[src/rtl/fetch_ctrl_pkg.sv]
// Shared types for the instruction-fetch front end: scalar aliases, the fetch
// sequencer state and the decode-boundary record.
package fetch_ctrl_pkg;

  typedef logic [63:0] u64;
  typedef logic [31:0] u32;
  typedef logic        u1;

  localparam u64 BOOT_PC = 64'h8000_0000;

  typedef enum logic [1:0] {
    FETCH   = 2'd0,
    OUT     = 2'd1,
    DISCARD = 2'd2
  } fetch_state_t;

  typedef struct packed {
    u1  valid;
    u64 pc;
    u32 instr;
  } fetch_out_t;

endpackage

[src/rtl/fetch_buf.sv]
// Output register at the decode boundary: load a fetched word, clear its valid
// bit on consume/squash, otherwise hold.
module fetch_buf
  import fetch_ctrl_pkg::*;
(
  input  logic        clk,
  input  logic        reset,
  input  logic        load,
  input  logic        clear,
  input  logic [63:0] load_pc,
  input  logic [31:0] load_instr,
  output fetch_out_t  q
);

  fetch_out_t out_q;

  always_ff @(posedge clk) begin
    if (reset) begin
      out_q <= '0;
    end else if (load) begin
      out_q.valid <= 1'b1;
      out_q.pc    <= load_pc;
      out_q.instr <= load_instr;
    end else if (clear) begin
      out_q.valid <= 1'b0;
    end
  end

  assign q = out_q;

endmodule

[src/rtl/fetch_ctrl.sv]
// Instruction-fetch sequencer: one outstanding request at a time, single-entry
// output buffer, redirects while a request is in flight are resolved by discard.
module fetch_ctrl
  import fetch_ctrl_pkg::*;
#(
  parameter u64 RESET_PC = BOOT_PC
) (
  input  logic        clk,
  input  logic        reset,
  output logic        ireq_valid,
  output logic [63:0] ireq_addr,
  input  logic        iresp_ok,
  input  logic [31:0] iresp_data,
  input  logic        stall,
  input  logic        jump,
  input  logic [63:0] pcsrc,
  output logic [63:0] pc,
  output logic        out_valid,
  output logic [63:0] out_pc,
  output logic [31:0] out_instr
);

  fetch_state_t state_q, state_d;
  u64           pc_q, pc_d;
  u64           req_addr_q, req_addr_d;
  logic         buf_load, buf_clear;
  fetch_out_t   buf_q;

  always_ff @(posedge clk) begin
    if (reset) begin
      state_q    <= FETCH;
      pc_q       <= RESET_PC;
      req_addr_q <= '0;
    end else begin
      state_q    <= state_d;
      pc_q       <= pc_d;
      req_addr_q <= req_addr_d;
    end
  end

  always_comb begin
    state_d    = state_q;
    pc_d       = pc_q;
    req_addr_d = req_addr_q;
    buf_load   = 1'b0;
    buf_clear  = 1'b0;
    case (state_q)
      FETCH: begin
        if (jump) begin
          pc_d = pcsrc;
          // Bus address must stay put until the response, so park it.
          if (!iresp_ok) begin
            req_addr_d = pc_q;
            state_d    = DISCARD;
          end
        end else if (iresp_ok) begin
          buf_load = 1'b1;
          pc_d     = pc_q + 64'd4;
          state_d  = OUT;
        end
      end
      OUT: begin
        if (jump) begin
          buf_clear = 1'b1;
          pc_d      = pcsrc;
          state_d   = FETCH;
        end else if (!stall) begin
          buf_clear = 1'b1;
          state_d   = FETCH;
        end
      end
      DISCARD: begin
        if (jump) pc_d = pcsrc;
        if (iresp_ok) state_d = FETCH;
      end
      default: state_d = FETCH;
    endcase
  end

  fetch_buf u_fetch_buf (
    .clk        (clk),
    .reset      (reset),
    .load       (buf_load),
    .clear      (buf_clear),
    .load_pc    (pc_q),
    .load_instr (iresp_data),
    .q          (buf_q)
  );

  assign ireq_valid = !reset && (state_q != OUT);
  assign ireq_addr  = (state_q == DISCARD) ? req_addr_q : pc_q;
  assign pc         = pc_q;
  assign out_valid  = buf_q.valid;
  assign out_pc     = buf_q.pc;
  assign out_instr  = buf_q.instr;

endmodule

[config.mk]
export PLATFORM = sky130hd
export DESIGN_NAME = fetch_ctrl
export DESIGN_NICKNAME = d
export VERILOG_FILES = /design/src/rtl/fetch_ctrl_pkg.sv /design/src/rtl/fetch_buf.sv /design/src/rtl/fetch_ctrl.sv
export SDC_FILE = /design/constraint.sdc
export NUM_CORES = 1
export LEC_CHECK = 0
export CORE_ASPECT_RATIO = 1.2
export CORE_MARGIN = 3
export CORE_UTILIZATION = 39
export CTS_BUF_LIST = sky130_fd_sc_hd__clkbuf_4
export DETAILED_ROUTE_END_ITERATION = 16
export PLACE_DENSITY = 0.71
export RECOVER_POWER = 50
export SLEW_MARGIN = 10
export SYNTH_ARGS = -nofsm -noshare
export SYNTH_HDL_FRONTEND = slang
export SYNTH_HIERARCHICAL = 1
export SYNTH_SLANG_ARGS = --single-unit
[constraint.sdc]
create_clock -name clk -period 2.3 [get_ports clk]
set_clock_uncertainty 0.15 [all_clocks]
set_input_delay 0.46 -clock clk [delete_from_list [all_inputs] [get_ports clk]]
set_output_delay 0.46 -clock clk [all_outputs]
set_load 0.1 [all_outputs]
==> impl_results.rst <==
.. list-table::
   :header-rows: 1

   * - Metric
     - Value
   * - Hold Path Origin
     - pcsrc[0]
   * - Relative contribution of sequential cells to total power
     - 33.2%
   * - Crit path kind
     - reg -> out
   * - Final critical delay including setup and external delays
     - 2710 ps
   * - Data arrival time of the critical path
     - 2100 ps
   * - Post-Place Setup Slack
     - -174 ps
   * - Final routed wire length divided by cell count
     - 18.4 um
   * - Average cell area after synthesis
     - 8.39 um^2
   * - EDFF count, synth
     - 0
   * - DRC violation total after the first TritonRoute iteration
     - 672
   * - Area share of the leading cell type in the synthesized netlist
     - 41.4%
   * - RSZ-0062 raised after global routing
     - yes
   * - ANT nets after route
     - 0
   * - Maximum number of pins on one net before global-route repair
     - 83
   * - Highest clock frequency the design can meet
     - 0.368 GHz
   * - CP Data Required Time
     - 1690 ps
   * - Post-layout utilization of the core
     - 62.2%
   * - Number of CTS-inserted buffers
     - 60
   * - GP Congestion
     - 0.953
   * - Top layer used by detailed routing
     - met5
   * - Hold Path Cell Cnt
     - 3
   * - Vias post-DR
     - 11509
   * - H-tree depth
     - 2
   * - Number of top-level pins
     - 327
   * - Count of unresolved DRC violations after routing
     - 0
   * - Combinational share of power
     - 41.0%
   * - Root Buffer
     - sky130_fd_sc_hd__clkbuf_4
   * - Slew margin rel.
     - 56.0%
   * - Startpoint of the worst setup timing path
     - state_q[1]$_SDFFE_PP0P_
   * - Number of maximum-capacitance violations
     - 0
   * - Clock tree from TritonCTS
     - built
   * - WL met2
     - 19.6 mm
   * - Global-route congestion overflow total
     - 0
   * - Worst-Margin Slew
     - 660 ps
   * - DIE WIDTH
     - 159 um
   * - Run status
     - finished, violations left
   * - Row Count
     - 66
   * - Count of warnings emitted by yosys
     - 6
   * - Routed wire length
     - 39.2 mm
   * - Clock latency on the worst-skew pair
     - 710 ps
   * - Period utilization
     - 118%
   * - Die boundary height
     - 190 um
   * - Highest-count cells in the layout ignoring fill and taps
     - sky130_fd_sc_hd__buf_4 (247), sky130_fd_sc_hd__nand2_1 (209), sky130_fd_sc_hd__dfxtp_1 (165)
   * - Detailed Place HPWL
     - 27.5 mm
   * - Total track usage
     - 24.5%
   * - Clock Path Buffers
     - 3
   * - Clock-pin slew on the worst setup and hold paths
     - 70 ps
   * - Leakage
     - 6.80 nW
   * - Ratio of cells with drive above 1 in the final layout
     - 35.5%
   * - Worst R2R Path Depth
     - 10
   * - Clock net sink count
     - 227
   * - Leading cell type in the layout, fill and taps excluded
     - sky130_fd_sc_hd__buf_4
   * - Area growth, synth to finish
     - 55.4%
   * - Most instantiated flip-flop cell in the synthesis netlist
     - sky130_fd_sc_hd__dfxtp_1
   * - Switching Power
     - 5.65 mW
   * - Final setup violation count
     - 133
   * - Area inside the core boundary
     - 27400 um^2
   * - Total die area
     - 30200 um^2
   * - Worst min-delay path class
     - in -> reg
   * - Largest area contributor in the netlist
     - sky130_fd_sc_hd__dfxtp_1
   * - Worst Setup Slack, final
     - -415 ps
   * - Number of failing hold endpoints at the final stage
     - 0
   * - Number of antenna violations at the first check in global routing
     - 5
   * - Number of input and output port buffers inserted
     - 326
   * - Net count of the mapped netlist
     - 1414
   * - Vias per cell
     - 5.40
   * - Post-Synthesis Cells
     - 1309
   * - Cell area after synthesis
     - 11000 um^2
   * - Proportion of register bits with asynchronous set or reset after synthesis
     - 0%
   * - Violated checks
     - setup timing
   * - Startpoint class of the critical path
     - register
   * - Routed length on met3
     - 2.56 mm
   * - Power Dens Cells
     - 790 nW/um^2
   * - Switching share of power
     - 41.9%
   * - Clock share of power
     - 25.8%
   * - Starting density of the core
     - 40.1%
   * - Critical path endpoint category
     - primary output
   * - Top post-synthesis cells by area
     - sky130_fd_sc_hd__dfxtp_1 (41%), sky130_fd_sc_hd__mux2i_1 (9.0%), sky130_fd_sc_hd__nand2_1 (7.4%)
   * - Worst-case vdd ir drop
     - 0.546 mV
   * - Pint
     - 7.83 mW
   * - Initial DRT Pass Iterations
     - 5
   * - Number of unique standard cell types used by synthesis
     - 68
   * - First-pass GRT wire length
     - 60.7 mm
   * - Vias in the first global route
     - 11067
   * - Share of the yosys chip area belonging to registers
     - 41.4%
   * - Nets
     - 1818
   * - Pins Over Slew Limit
     - 0
   * - Detailed-routing wirelength on met1
     - 15.7 mm
   * - Number of synthesized register bits
     - 227
   * - Reg2reg start
     - state_q[0]$_SDFFE_PP0P_
   * - Max Fanout on Critical Path
     - 8
state kept, by name, indices dropped and copies added (netlist names):
name,count
state_q,2
u_fetch_buf/q,97
pc,64
req_addr_q,64
synth_stat cells (all sizes together), types with 11 or more instances:
master / number
mux2: 57
nand3: 48
a31oi: 16
nand2: 217
inv: 14
nor3: 25
a21oi: 124
buf: 30
o21ai: 47
nand4: 23
dfxtp: 227
nor4: 11
clkbuf: 80
a22oi: 12
nor2: 151
mux2i: 99
kinds of logic (layout without fill, tap and decap cells):
logic type | count (synthesis) | count (layout) | synth area share, %
other | 0 | 3 | 0
adders and majority gates | 4 | 4 | 0.456
muxes | 156 | 156 | 14.9
and+or+nand+nor | 525 | 525 | 22.2
AOI/OAI and AO/OA | 273 | 273 | 15.0
DFF | 227 | 227 | 41.4
buffers and inverters | 124 | 569 | 6.13
metrics by stage:
step                      hold slack (ps)  instance area (um^2)  power (mW)  cells  setup TNS, ps
after floorplan                       283                 11300        8.09   1309          -3210
after global placement                288                 15700        9.81   2003          -2880
after detailed placement              295                 15700        9.86   2003          -5750
after CTS                            91.9                 16900        13.5   2118         -30220
after global routing                  127                 17100        14.0   2131         -56140
final                                 144                 17100        13.5   2131         -29100
layout make-up:
type / instances / area [um^2]
clock inverters: 9 / 33.8
well taps: 374 / 468
inverters: 14 / 52.6
fillers: 2388 / 10400
clock buffers: 94 / 706
flip-flops and latches: 227 / 4740
multi-input cells: 958 / 6220
diodes: 3 / 7.51
repair buffers: 452 / 4830
metal layers:
metal,global-route usage [%],vias up
met5,0,-
met4,8.93,4
met3,5.31,88
met2,43.6,467
met1,29.1,5488
li1,-,5462
what timing repair did:
action	CTS	global route
hold buffers	1	0
setup endpoints to repair	73	87
pin swaps	4	9
resized for setup	72	41
cloned	3	2
setup buffers	9	10
endpoints found under the hold margin	21	0
path summary, 6_finish.rpt:
path | end | slack, ps
worst max-delay path | ireq_addr[19] | -410
worst min-delay path | pc[0]$_SDFFE_PP0P_ | 140
worst max register to register | u_fetch_buf/q[28]$_SDFFE_PP0P_ | -160
worst min register to register | req_addr_q[15]$_SDFFE_PP0P_ | 300
power by group through the flow:
stage / registers, mW / logic [mW] / clock network [mW]
after detailed placement: 4.55 / 5.31 / 0
after global placement: 4.54 / 5.26 / 0
after global routing: 4.51 / 5.72 / 3.81
final: 4.48 / 5.52 / 3.49
after CTS: 4.47 / 5.47 / 3.60
after floorplan: 5.91 / 2.19 / 0
critical path, stage by stage, from the launching register on:
cell,delay (ps)
sky130_fd_sc_hd__dfxtp_2,320
sky130_fd_sc_hd__buf_6,110
sky130_fd_sc_hd__ha_4,170
sky130_fd_sc_hd__buf_12,160
sky130_fd_sc_hd__clkbuf_16,170
sky130_fd_sc_hd__mux2_4,310
sky130_fd_sc_hd__buf_12,170
(Power assumes the default switching activity.)
